File: config.mk
export PLATFORM = sky130hd
export DESIGN_NAME = data_reg_bank_arbiter
export DESIGN_NICKNAME = d
export VERILOG_FILES = /design/src/rtl/data_reg_bank_pkg.sv /design/src/rtl/rr_arbiter.sv /design/src/rtl/data_reg_bank_arbiter.sv
export SDC_FILE = /design/constraint.sdc
export NUM_CORES = 1
export LEC_CHECK = 0
export ABC_AREA = 1
export BUFFER_PORTS_ARGS = -buffer_cell sky130_fd_sc_hd__clkbuf_2
export CORE_MARGIN = 10
export CORE_UTILIZATION = 47
export DETAILED_ROUTE_END_ITERATION = 8
export PLACE_DENSITY_LB_ADDON = 0.1
export SLEW_MARGIN = 20
export SYNTH_ARGS = -nofsm -noshare
export SYNTH_HDL_FRONTEND = slang
export SYNTH_HIERARCHICAL = 1
export SYNTH_SLANG_ARGS = --single-unit
export TNS_END_PERCENT = 20
File: constraint.sdc
create_clock -name clk -period 2.1 [get_ports clk]
set_clock_uncertainty 0.15 [all_clocks]
set_input_delay 0.21 -clock clk [delete_from_list [all_inputs] [get_ports clk]]
set_output_delay 0.21 -clock clk [all_outputs]
set_load 0.01 [all_outputs]
File: src/rtl/data_reg_bank_pkg.sv
// Shared types and default sizing for the DataRegBank write-port arbiter.
package data_reg_bank_pkg;

  localparam int unsigned DATA_W_DEF  = 32;
  localparam int unsigned N_UNITS_DEF = 4;
  localparam int unsigned ADDR_W_DEF  = 2;

  typedef enum logic [1:0] {
    ST_IDLE  = 2'd0,
    ST_WRITE = 2'd1,
    ST_SYNC  = 2'd2,
    ST_CLEAR = 2'd3
  } state_e;

endpackage

File: src/rtl/rr_arbiter.sv
// Combinational round-robin pick: first set request at or above ptr, wrapping to 0.
module rr_arbiter #(
  parameter int unsigned N_UNITS = 4,
  parameter int unsigned ADDR_W  = 2
) (
  input  logic [N_UNITS-1:0] req,
  input  logic [ADDR_W-1:0]  ptr,
  output logic               grant_valid,
  output logic [ADDR_W-1:0]  grant_idx
);

  always_comb begin
    int unsigned idx;
    grant_valid = 1'b0;
    grant_idx   = '0;
    for (int unsigned k = 0; k < N_UNITS; k++) begin
      idx = (32'(ptr) + k) % N_UNITS;
      if (!grant_valid && req[idx]) begin
        grant_valid = 1'b1;
        grant_idx   = ADDR_W'(idx);
      end
    end
  end

endmodule

File: src/rtl/data_reg_bank_arbiter.sv
// Shares the DataRegBank write port among the units and sequences writeAll/clear.
// Every bank-side output is driven straight from a register.
module data_reg_bank_arbiter
  import data_reg_bank_pkg::*;
#(
  parameter int unsigned DATA_W  = DATA_W_DEF,
  parameter int unsigned N_UNITS = N_UNITS_DEF,
  parameter int unsigned ADDR_W  = ADDR_W_DEF
) (
  input  logic                      clk,
  input  logic                      reset,
  input  logic [N_UNITS-1:0]        unit_req,
  input  logic [N_UNITS*DATA_W-1:0] unit_data,
  output logic [N_UNITS-1:0]        unit_ack,
  input  logic                      sync_req,
  output logic                      sync_ack,
  input  logic                      clr_req,
  output logic                      clr_ack,
  output logic [DATA_W-1:0]         bank_data,
  output logic [ADDR_W-1:0]         bank_addr,
  output logic                      bank_write_addr,
  output logic                      bank_write_all,
  output logic                      bank_clr,
  output logic                      busy
);

  state_e               state_q, state_d;
  logic [ADDR_W-1:0]    rr_ptr_q, rr_ptr_d;
  logic                 sync_owed_q, sync_owed_d;
  logic [DATA_W-1:0]    bank_data_q, bank_data_d;
  logic [ADDR_W-1:0]    bank_addr_q, bank_addr_d;
  logic [N_UNITS-1:0]   unit_ack_q, unit_ack_d;
  logic                 write_addr_q, write_addr_d;
  logic                 write_all_q, write_all_d;
  logic                 clr_q, clr_d;
  logic                 busy_q, busy_d;

  logic                 grant_valid;
  logic [ADDR_W-1:0]    grant_idx;
  logic [DATA_W-1:0]    win_data;

  rr_arbiter #(
    .N_UNITS (N_UNITS),
    .ADDR_W  (ADDR_W)
  ) u_rr (
    .req         (unit_req),
    .ptr         (rr_ptr_q),
    .grant_valid (grant_valid),
    .grant_idx   (grant_idx)
  );

  assign win_data = unit_data[32'(grant_idx)*DATA_W +: DATA_W];

  always_comb begin
    state_d      = state_q;
    rr_ptr_d     = rr_ptr_q;
    sync_owed_d  = sync_owed_q;
    bank_data_d  = bank_data_q;
    bank_addr_d  = bank_addr_q;
    unit_ack_d   = '0;
    write_addr_d = 1'b0;
    write_all_d  = 1'b0;
    clr_d        = 1'b0;
    unique case (state_q)
      ST_IDLE: begin
        // Strobes are registered, so they are set on the edge that enters the op state.
        if (clr_req) begin
          state_d = ST_CLEAR;
          clr_d   = 1'b1;
        end else if (sync_req && !sync_owed_q) begin
          state_d     = ST_SYNC;
          write_all_d = 1'b1;
        end else if (grant_valid) begin
          state_d      = ST_WRITE;
          write_addr_d = 1'b1;
          bank_addr_d  = grant_idx;
          bank_data_d  = win_data;
          unit_ack_d   = N_UNITS'(1) << grant_idx;
        end else if (sync_req) begin
          state_d     = ST_SYNC;
          write_all_d = 1'b1;
        end
      end
      ST_WRITE: begin
        state_d     = ST_IDLE;
        rr_ptr_d    = (bank_addr_q == ADDR_W'(N_UNITS-1)) ? '0 : bank_addr_q + 1'b1;
        sync_owed_d = 1'b0;
      end
      ST_SYNC: begin
        state_d     = ST_IDLE;
        sync_owed_d = 1'b1;
      end
      ST_CLEAR: state_d = ST_IDLE;
      default:  state_d = ST_IDLE;
    endcase
    busy_d = (state_d != ST_IDLE);
  end

  always_ff @(posedge clk) begin
    if (reset) begin
      state_q      <= ST_IDLE;
      rr_ptr_q     <= '0;
      sync_owed_q  <= 1'b0;
      bank_data_q  <= '0;
      bank_addr_q  <= '0;
      unit_ack_q   <= '0;
      write_addr_q <= 1'b0;
      write_all_q  <= 1'b0;
      clr_q        <= 1'b0;
      busy_q       <= 1'b0;
    end else begin
      state_q      <= state_d;
      rr_ptr_q     <= rr_ptr_d;
      sync_owed_q  <= sync_owed_d;
      bank_data_q  <= bank_data_d;
      bank_addr_q  <= bank_addr_d;
      unit_ack_q   <= unit_ack_d;
      write_addr_q <= write_addr_d;
      write_all_q  <= write_all_d;
      clr_q        <= clr_d;
      busy_q       <= busy_d;
    end
  end

  assign unit_ack        = unit_ack_q;
  assign sync_ack        = write_all_q;
  assign clr_ack         = clr_q;
  assign bank_data       = bank_data_q;
  assign bank_addr       = bank_addr_q;
  assign bank_write_addr = write_addr_q;
  assign bank_write_all  = write_all_q;
  assign bank_clr        = clr_q;
  assign busy            = busy_q;

endmodule

==> impl_metrics.csv, run 1 <==
group,metric,value,unit
detailed_routing,routed_via_density,4.67,
floorplanning,ios,180,
floorplanning,fp-row-count,31,
yosys,synth_seq_area_share,26.5,%
timing,setup_violations,2,
global_routing,antenna_found_initial,0,
detailed_routing,postRouteAntennaNets,0,
setup_path,path_cells,"buf_6, nand2_1, nand2_1, nand2_2, nand2_2, nor2_4, nand3_2, nand2_2, nand2_2, clkinv_4, clkinv_8, clkbuf_16, buf_8, nand2_2, nand3_2, nand2_1, nand2_1, nand2_1",
yosys,synth_area,3560,µm²
detailed_routing,drt-total-wl,12.9,mm
yosys,synthFlopType,"dfxtp_1",
setup_path,cp-start-kind,"flop",
yosys,synthCells,641,
setup_path,cp.depth,18,
cells_and_area,multi_input_comb_area,1990,µm²
cells_and_area,final.fill_count,670,
global_routing,grtUsageTotal,19.1,%
yosys,synth_edf_count,0,
power_and_ir_drop,peakVddDrop,0.428,mV
cells_and_area,nets,972,
timing,tns,-0.0498,ns
clock_tree,clk_latency,0.32,ns
setup_path,critPathArrivalTime,2.26,ns
global_routing,grt_pass1_vias,4159,
floorplanning,fp.coreArea,7290,µm²
timing,tightest_slew,0.557,ns
run_status,violations,"negative setup slack",
setup_path,required,2.22,ns
detailed_routing,drtPass1Iterations,4,
cells_and_area,area_growth,46.6,%
clock_tree,clk_pin_slew,0.10,ns
setup_path,critical_path_peak_fanout,6,
cells_and_area,drive_above_1_share,34.4,%
clock_tree,clk_path_buf_depth,2,
setup_path,r2r_slack,-0.05,ns
placement,port_buffers,179,
clock_tree,cts_root_buf,"clkbuf_8",
cells_and_area,instances_no_fill,931,
setup_path,max_stage_delay,0.38,ns
detailed_routing,initialDrtViolationCount,128,
clock_tree,cts.sinks,47,
floorplanning,die_y,107,µm
detailed_routing,wl_per_cell,13.8,µm
setup_path,end_kind,"flop",
setup_path,rr_worst_depth,18,
setup_path,path_delay_family,"simple AND/OR/NAND/NOR gates",
placement,gp_congestion,0.946,
timing,worst_slack,-0.0468,ns
detailed_routing,drc,0,
cells_and_area,n_antenna_cell,0,
yosys,ys_ff_latch,47,
placement,placed_area,4570,µm²
global_routing,grt-ovfl-total,0,
timing,period_minus_slack,2.15,ns
timing,rsz0062_at_grt,"true",
setup_path,endpoint,"bank_data[22]",
yosys,ys_async_sr_fraction,0,%
power_and_ir_drop,powerDensity,796,nW/µm²
global_routing,grt_pass1_wl,18.6,mm
setup_path,r2r-start,"rr_ptr_q[0]",
yosys,synth-warning-count,6,
floorplanning,die_width,107,µm
placement,dp_hpwl,8.86,mm
detailed_routing,via_count,4352,
clock_tree,cts_tree,"built",
setup_path,cp-startpoint,"rr_ptr_q[0]",
setup_path,r2r_end,"bank_data[22]",
timing,holdWs,0.0241,ns
clock_tree,cts-buffers-inserted,5,
yosys,avgSynthCellArea,5.55,µm²
hold_path,holdCritPathClass,"input port to flop",
floorplanning,dieArea,11400,µm²
timing,timing.fmax,466,MHz
placement,numPlacedInstances,900,
setup_path,crit_slowest_cell,"dfxtp_4",
yosys,synth_nets,782,
power_and_ir_drop,finalPower,4.15,mW
setup_path,cp_num_buf_inv,5,
yosys,ys_types,23,
flow_run,cap_violations,0,
timing,hold_viol,0,
floorplanning,initial_core_util,48.8,%
cells_and_area,design_area,5220,µm²
timing,slew_violations,0,
setup_path,worstSetupPathType,"flop to flop",
cells_and_area,seqCellArea,948,µm²
power_and_ir_drop,leakagePower,3.39,nW
run_status,status,"finished with violations",
global_routing,grt_max_degree,37,
timing,timing.final.crit_share,102,%
clock_tree,h-tree-depth,2,
timing,max_slew_margin,62.8,%
==> where the power goes <==
part,total (mW),switching (mW),leakage (nW),internal (mW)
registers,1.06,0.0708,0.384,0.993
logic,2.52,1.36,2.96,1.16
clock network,0.572,0.333,0.0443,0.238
==> cells in the mapped netlist (3+ instances only) <==
master / number / area, µm²
nand3_1: 103 / 515
nand3_2: 4 / 40.0
buf_4: 11 / 82.6
dfxtp_1: 47 / 941
nand2_1: 258 / 968
inv_2: 9 / 33.8
o21ai_0: 3 / 15.0
inv_1: 141 / 529
ha_1: 5 / 62.6
nand2_2: 11 / 68.8
a21oi_1: 4 / 20.0
nor2_1: 12 / 45.0
buf_2: 14 / 70.1
buf_6: 4 / 45.0
clkbuf_1: 4 / 15.0
nand2_4: 3 / 33.8
==> per-stage QoR <==
| step | util [%] | setup slack, ns |
|---|---|---|
| detailed placement | 62.7 | -0.0110 |
| CTS | 64.3 | 0.00521 |
| finish | 71.5 | -0.0468 |
| global route | 71.5 | -0.120 |
| floorplan | - | 0.183 |
| global placement | 62.7 | 0.0656 |
==> worst min-delay path by stage <==
| stage | from | to | slack (ns) | cells after the start |
|---|---|---|---|---|
| floorplan | reset | sync_owed_q | 0.13 | 1 |
| global placement | reset | sync_owed_q | 0.29 | 2 |
| detailed placement | reset | sync_owed_q | 0.29 | 2 |
| CTS | clr_req | bank_clr | 0.02 | 3 |
| global route | clr_req | bank_clr | 0.04 | 3 |
| finish | clr_req | bank_clr | 0.02 | 3 |
==> registers in the layout (all words and copies together) (netlist names) <==
signal	cells
bank_write_addr	1
bank_data	32
sync_owed_q	1
busy	1
rr_ptr_q	2
unit_ack	4
bank_addr	2
state_q	2
bank_write_all	1
bank_clr	1
==> cell families (layout without fill, tap and decap cells) <==
group | after synthesis | count (layout) | share of synthesized area (%)
DFF | 47 | 47 | 26.5
AOI/OAI and AO/OA | 10 | 10 | 1.55
adders and majority gates | 5 | 5 | 1.76
buffers and inverters | 183 | 373 | 21.8
and+or+nand+nor | 396 | 397 | 48.4
==> what timing repair did <==
| action | in CTS | in global routing |
|---|---|---|
| hold buffers | 1 | 0 |
| gates cloned | 0 | 10 |
| setup buffers | 0 | 12 |
| pin swaps | 0 | 41 |
| endpoints found under the hold margin | 1 | 0 |
| resized for setup | 3 | 68 |
| endpoints found under the setup margin | 10 | 37 |
==> placed cells by master, fill, tap and decap left out, types with 3 or more instances in the layout <==
master | Yosys | routed
a21oi_1 | 4 | 3
nand2_4 | 3 | 8
buf_4 | 11 | 11
nand3_1 | 103 | 93
clkbuf_2 | 0 | 179
nand2_1 | 258 | 240
nand2_2 | 11 | 24
clkbuf_16 | 0 | 7
buf_8 | 0 | 3
clkbuf_8 | 0 | 5
buf_12 | 0 | 11
nand3_2 | 4 | 12
nor2_1 | 12 | 12
ha_1 | 5 | 5
dfxtp_1 | 47 | 45
o21ai_0 | 3 | 3
clkinv_4 | 0 | 3
inv_2 | 9 | 6
inv_1 | 141 | 139
buf_6 | 4 | 3
==> per-layer routing <==
metal  up-vias  GRT usage [%]  routed length, µm
met3        14           5.99               1000
met4         0           4.64                162
met5         -              0                  0
li1       2258              -                  -
met2       147           34.5               6680
met1      1933           21.3               5050
==> final cells by class <==
type / instances / share of cell area (%)
inverters: 150 / 11.4
repair buffers: 215 / 28.0
flip-flops and latches: 47 / 18.2
multi-input cells: 412 / 38.2
clock buffers: 5 / 1.32
well taps: 99 / 2.38
clock inverters: 3 / 0.480
==> tightest hold or removal path, stage by stage <==
cell and delay [ns]:
clkbuf_2 0.09, inv_2 0.09, nor2_1 0.05
No activity file was read; power rests on OpenSTA's default activity.
==> run 2: changes to the inputs <==
--- a/config.mk
+++ b/config.mk
@@ -9,9 +9,11 @@
 export BUFFER_PORTS_ARGS = -buffer_cell sky130_fd_sc_hd__clkbuf_2
 export CORE_MARGIN = 10
 export CORE_UTILIZATION = 47
+export CTS_BUF_LIST = sky130_fd_sc_hd__clkbuf_8 sky130_fd_sc_hd__clkbuf_16
 export DETAILED_ROUTE_END_ITERATION = 8
+export GPL_TIMING_DRIVEN = 0
 export PLACE_DENSITY_LB_ADDON = 0.1
-export SLEW_MARGIN = 20
+export SLEW_MARGIN = 40
 export SYNTH_ARGS = -nofsm -noshare
 export SYNTH_HDL_FRONTEND = slang
 export SYNTH_HIERARCHICAL = 1
==> run 2 against run 1 <==
The flow still finishes with violations (negative setup slack). Wire length down 3.7%. Hold slack better by 0.0098 ns. Cell area down 0.31%. Sequential power about the same. Global-route usage up 0.69 points. Clock power up 40%. Critical endpoint is now bank_data[16].
==> impl_metrics.csv, run 2 (synthesized netlist as in run 1, its figures left out) <==
group,metric,value,unit
cells_and_area,largest_reg_flops,32,
setup_path,rr_worst_depth,18,
floorplanning,dieArea,11400,µm²
detailed_routing,via_count,4344,
power_and_ir_drop,peakVddDrop,0.451,mV
clock_tree,cts-buffers-inserted,5,
global_routing,grt_pass1_wl,19.1,mm
global_routing,grt-ovfl-total,0,
cells_and_area,instances_no_fill,942,
timing,tightest_slew,0.485,ns
timing,period_minus_slack,2.13,ns
power_and_ir_drop,powerDensity,832,nW/µm²
global_routing,antenna_found_initial,0,
detailed_routing,routed_via_density,4.61,
cells_and_area,nets,983,
floorplanning,fp-row-count,31,
clock_tree,clk_pin_slew,0.09,ns
floorplanning,fp.coreArea,7290,µm²
cells_and_area,seqCellArea,948,µm²
placement,port_buffers,179,
clock_tree,cts_root_buf,"clkbuf_8",
hold_path,holdCritPathClass,"input port to flop",
run_status,violations,"negative setup slack",
detailed_routing,initialDrtViolationCount,135,
setup_path,critPathArrivalTime,2.23,ns
setup_path,end_kind,"flop",
timing,max_slew_margin,67.7,%
timing,worst_slack,-0.0302,ns
global_routing,grtUsageTotal,19.8,%
setup_path,path_delay_family,"simple AND/OR/NAND/NOR gates",
setup_path,cp-start-kind,"flop",
cells_and_area,final.fill_count,705,
floorplanning,initial_core_util,48.8,%
timing,timing.final.crit_share,101,%
setup_path,endpoint,"bank_data[16]",
floorplanning,ios,180,
setup_path,cp_num_buf_inv,5,
timing,timing.fmax,469,MHz
detailed_routing,drtPass1Iterations,4,
timing,rsz0062_at_grt,"true",
setup_path,required,2.20,ns
setup_path,max_stage_delay,0.38,ns
detailed_routing,drc,0,
cells_and_area,final_cell_mix,"242 x nand2_1, 179 x clkbuf_2, 140 x inv_1",
global_routing,grt_pass1_vias,4202,
timing,slew_violations,0,
global_routing,grt_max_degree,16,
cells_and_area,n_antenna_cell,0,
clock_tree,clk_latency,0.30,ns
power_and_ir_drop,finalPower,4.33,mW
placement,numPlacedInstances,919,
timing,hold_viol,0,
placement,dp_hpwl,9.37,mm
detailed_routing,wl_per_cell,13.2,µm
clock_tree,h-tree-depth,2,
setup_path,r2r_end,"bank_data[16]",
cells_and_area,layout_commonest_cell,"nand2_1",
run_status,status,"finished with violations",
floorplanning,die_y,107,µm
setup_path,path_cells,"buf_8, nand2_4, nand2_4, nand2_2, nand2_4, nor2_4, nand3_2, nand2_2, nand2_4, inv_8, inv_8, clkbuf_16, clkbuf_16, nand2_1, nand3_1, nand2_1, nand2_1, nand2_1",
flow_run,cap_violations,0,
power_and_ir_drop,leakagePower,3.43,nW
clock_tree,clk_path_buf_depth,2,
placement,placed_area,4580,µm²
placement,place_ws,-0.177,ns
setup_path,cp-startpoint,"rr_ptr_q[0]",
timing,setup_violations,7,
detailed_routing,postRouteAntennaNets,0,
detailed_routing,drt-total-wl,12.4,mm
setup_path,critical_path_peak_fanout,5,
clock_tree,cts_tree,"built",
clock_tree,cts.sinks,47,
setup_path,r2r-start,"rr_ptr_q[0]",
setup_path,cp.depth,18,
cells_and_area,design_area,5200,µm²
cells_and_area,multi_input_comb_area,1970,µm²
setup_path,r2r_slack,-0.03,ns
cells_and_area,area_growth,46.1,%
cells_and_area,drive_above_1_share,34.4,%
setup_path,worstSetupPathType,"flop to flop",
setup_path,crit_slowest_cell,"dfxtp_4",
floorplanning,die_width,107,µm
timing,holdWs,0.0339,ns
placement,gp_congestion,0.874,
[run 2: changes by cell type in the layout (fill, tap and decap cells not counted), sizes merged]
cell    previous run  this run
buf               28        38
bufinv             0         2
inv              148       150
clkinv             4         0
nor2              16        15
clkbuf           191       193
[run 2: power breakdown]
part           switching (mW)  internal [mW]
combinational            1.34           1.12
sequential             0.0667          0.993
clock                   0.325          0.475
total                    1.74           2.59
[run 2: per-layer routing]
layer | up-vias | GRT usage (%) | share of wire (%)
met5 | - | 0 | 0
met4 | 0 | 5.13 | 0.85
met3 | 9 | 5.63 | 6.5
met2 | 130 | 35.9 | 51
met1 | 1929 | 22.2 | 41
li1 | 2276 | - | -
[run 2: how the worst min path moves through the flow]
stage                     startpoint          end  slack, ns  cells after the start
after detailed placement       reset  sync_owed_q       0.30                      2
final                        clr_req     bank_clr       0.03                      3
after global placement         reset  sync_owed_q       0.29                      2
after floorplan                reset  sync_owed_q       0.13                      1
after CTS                    clr_req     bank_clr       0.03                      3
after global routing         clr_req     bank_clr       0.05                      3
[run 2: metrics by stage]
stage	TNS (ns)	util (%)
detailed placement	-3.88	62.8
CTS	-0.0450	65.2
global route	-4.00	71.3
finish	-0.101	71.3
floorplan	0	-
global placement	-2.98	62.8
[run 2: worst reg2reg max path, stage by stage, from the launching register on]
cell and delay (ns):
dfxtp_4 0.38, buf_8 0.14, nand2_4 0.08, nand2_4 0.06, nand2_2 0.08, nand2_4 0.05, nor2_4 0.13, nand3_2 0.08
nand2_2 0.10, nand2_4 0.08, inv_8 0.09, inv_8 0.04, clkbuf_16 0.15, clkbuf_16 0.15, nand2_1 0.06, nand3_1 0.08
nand2_1 0.07, nand2_1 0.04, nand2_1 0.05
[run 2: cell type report]
cell class	count	share of cell area (%)
multi-input cells	411	37.9
repair buffers	194	21.5
flip-flops and latches	47	18.2
inverters	150	11.2
plain buffers	33	6.26
well taps	99	2.38
clock buffers	5	1.32
clock inverters	3	1.30
[run 2: repair_timing]
action	4_1_cts	5_1_grt
pin swaps	0	14
gates cloned	0	6
gates resized for setup	12	78
endpoints found under the setup margin	32	36
setup buffers	0	8
hold buffers	1	0
hold endpoints to repair	1	0
==> run 3: changes to the inputs <==
--- a/config.mk
+++ b/config.mk
@@ -8,7 +8,7 @@
 export ABC_AREA = 1
 export BUFFER_PORTS_ARGS = -buffer_cell sky130_fd_sc_hd__clkbuf_2
 export CORE_MARGIN = 10
-export CORE_UTILIZATION = 47
+export CORE_UTILIZATION = 30
 export CTS_BUF_LIST = sky130_fd_sc_hd__clkbuf_8 sky130_fd_sc_hd__clkbuf_16
 export DETAILED_ROUTE_END_ITERATION = 8
 export GPL_TIMING_DRIVEN = 0
==> run 3 against run 2 <==
The flow now finishes without violations. Worst setup slack improved by 0.061 ns. Critical path depth unchanged. Register-to-register slack improved by 0.06 ns. Critical endpoint is now bank_data[23]. Largest power group unchanged.
==> impl_metrics.csv, run 3 (synthesized netlist as in run 1, its figures left out) <==
group,metric,value,unit
run_status,status,"finished clean",
placement,port_buffers,179,
setup_path,cp-startpoint,"rr_ptr_q[0]",
floorplanning,die_y,129,µm
global_routing,antenna_found_initial,0,
floorplanning,fp.coreArea,11500,µm²
cells_and_area,layout_commonest_cell,"nand2_1",
timing,timing.final.crit_share,98.5,%
floorplanning,initial_core_util,30.9,%
global_routing,grtUsageTotal,14.8,%
clock_tree,cts.sinks,47,
clock_tree,cts-buffers-inserted,5,
power_and_ir_drop,powerDensity,851,nW/µm²
placement,gp_congestion,0.827,
setup_path,rr_worst_depth,18,
floorplanning,dieArea,16600,µm²
floorplanning,ios,180,
setup_path,worstSetupPathType,"flop to flop",
global_routing,grt_pass1_vias,4266,
detailed_routing,drc,0,
setup_path,endpoint,"bank_data[23]",
setup_path,max_stage_delay,0.37,ns
timing,hold_viol,0,
setup_path,cp-start-kind,"flop",
detailed_routing,drt-total-wl,13.1,mm
detailed_routing,drtPass1Iterations,5,
timing,setup_violations,0,
detailed_routing,via_count,4237,
timing,tightest_slew,0.486,ns
setup_path,path_delay_family,"simple AND/OR/NAND/NOR gates",
detailed_routing,routed_via_density,4.31,
timing,period_minus_slack,2.07,ns
setup_path,cp.depth,18,
cells_and_area,drive_above_1_share,32.7,%
timing,worst_slack,0.0306,ns
timing,rsz0062_at_grt,"true",
power_and_ir_drop,leakagePower,3.39,nW
hold_path,holdCritPathClass,"input port to flop",
setup_path,critical_path_peak_fanout,10,
detailed_routing,initialDrtViolationCount,206,
global_routing,grt-ovfl-total,0,
power_and_ir_drop,power.share.clock,21.4,%
setup_path,end_kind,"flop",
floorplanning,fp-row-count,39,
power_and_ir_drop,p_seq_share,24.0,%
cells_and_area,n_antenna_cell,0,
power_and_ir_drop,power_frac_comb,54.6,%
clock_tree,cts_root_buf,"clkbuf_16",
clock_tree,cts_tree,"built",
power_and_ir_drop,finalPower,4.40,mW
floorplanning,die_width,129,µm
power_and_ir_drop,power.internal,2.65,mW
timing,timing.fmax,483,MHz
timing,slew_violations,0,
global_routing,grt_pass1_wl,20.3,mm
setup_path,r2r_slack,0.03,ns
setup_path,cp_num_buf_inv,5,
global_routing,grt_max_degree,17,
clock_tree,clk_latency,0.29,ns
placement,place_ws,-0.221,ns
setup_path,crit_slowest_cell,"dfxtp_4",
cells_and_area,largest_reg_flops,32,
detailed_routing,wl_per_cell,13.3,µm
setup_path,critPathArrivalTime,2.16,ns
cells_and_area,nets,979,
power_and_ir_drop,netSwitchingFraction,39.8,%
setup_path,r2r-start,"rr_ptr_q[0]",
placement,dp_hpwl,10.2,mm
setup_path,cp_common_cell,"nand2_2",
clock_tree,clk_path_buf_depth,2,
detailed_routing,postRouteAntennaNets,0,
timing,max_slew_margin,67.6,%
power_and_ir_drop,p_sw,1.75,mW
cells_and_area,area_growth,45.3,%
setup_path,required,2.19,ns
setup_path,path_cells,"buf_4, nand2_4, nand2_4, nand2_2, nand2_2, nor2_4, nand3_2, nand2_2, nand2_4, inv_6, inv_6, buf_12, buf_8, nand2_1, nand3_2, nand2_2, nand2_1, nand2_1",
clock_tree,h-tree-depth,2,
setup_path,r2r_end,"bank_data[23]",
cells_and_area,final_cell_mix,"247 x nand2_1, 179 x clkbuf_2, 140 x inv_1",
clock_tree,clk_pin_slew,0.07,ns
flow_run,cap_violations,0,
power_and_ir_drop,peakVddDrop,0.472,mV
run 3: changes by cell type in the layout (fill, tap and decap cells not counted), sizes merged:
cell,previous run,this run
buf,38,32
clkbuf,193,195
bufinv,2,1
clkinv,0,1
clkinvlp,1,0
inv,150,151
run 3: layout make-up:
class | instances | area (µm²)
repair buffers | 190 | 1060
well taps | 143 | 179
clock inverters | 3 | 47.5
plain buffers | 33 | 333
fillers | 1267 | 6350
multi-input cells | 411 | 1900
inverters | 150 | 576
flip-flops and latches | 47 | 948
clock buffers | 5 | 125
run 3: worst reg2reg max path: stages (launching register included):
cell and delay (ns):
dfxtp_4 0.37, buf_4 0.16, nand2_4 0.07, nand2_4 0.05, nand2_2 0.07, nand2_2 0.07, nor2_4 0.14, nand3_2 0.08
nand2_2 0.09, nand2_4 0.06, inv_6 0.08, inv_6 0.05, buf_12 0.13, buf_8 0.14, nand2_1 0.08, nand3_2 0.09
nand2_2 0.06, nand2_1 0.04, nand2_1 0.05
run 3: metrics by stage:
stage | area (µm²) | hold WS (ns) | TNS (ns) | std cells | utilization [%]
2_1_floorplan | 3560 | 0.132 | 0 | 641 | -
3_3_place_gp | 4630 | 0.295 | -4.49 | 963 | 40.2
3_5_place_dp | 4630 | 0.302 | -4.83 | 963 | 40.2
4_1_cts | 4870 | 0.0410 | 0 | 973 | 42.3
5_1_grt | 5170 | 0.0721 | -2.81 | 982 | 44.9
6_report | 5170 | 0.0464 | 0 | 982 | 44.9
run 3: power by group through the flow:
stage | Combinational [mW] | Clock (mW) | Sequential, mW
2_1_floorplan | 1.29 | 0 | 1.11
3_3_place_gp | 1.94 | 0 | 1.07
3_5_place_dp | 1.94 | 0 | 1.08
4_1_cts | 2.04 | 0.966 | 1.06
5_1_grt | 2.68 | 1.00 | 1.07
6_report | 2.40 | 0.940 | 1.06
run 3: worst min path at each step:
stage / from / endpoint / slack [ns] / depth (start not counted)
4_1_cts: clr_req / bank_clr / 0.04 / 3
5_1_grt: clr_req / bank_clr / 0.07 / 3
2_1_floorplan: reset / sync_owed_q / 0.13 / 1
6_report: clr_req / bank_clr / 0.05 / 3
3_3_place_gp: reset / sync_owed_q / 0.30 / 2
3_5_place_dp: reset / sync_owed_q / 0.30 / 2
run 3: what timing repair did:
item,4_1_cts,5_1_grt
cloned,0,5
gates resized for setup,18,50
setup endpoints to repair,33,37
hold buffers,1,0
buffers inserted,1,4
endpoints found under the hold margin,1,0
pin swaps,0,14
run 3: routing by layer:
metal	vias up	routed length [µm]	global-route usage, %
met5	-	0	0
met4	0	68	2.61
met3	2	880	4.35
met2	102	6630	26.6
met1	1863	5530	17.2
li1	2270	-	-
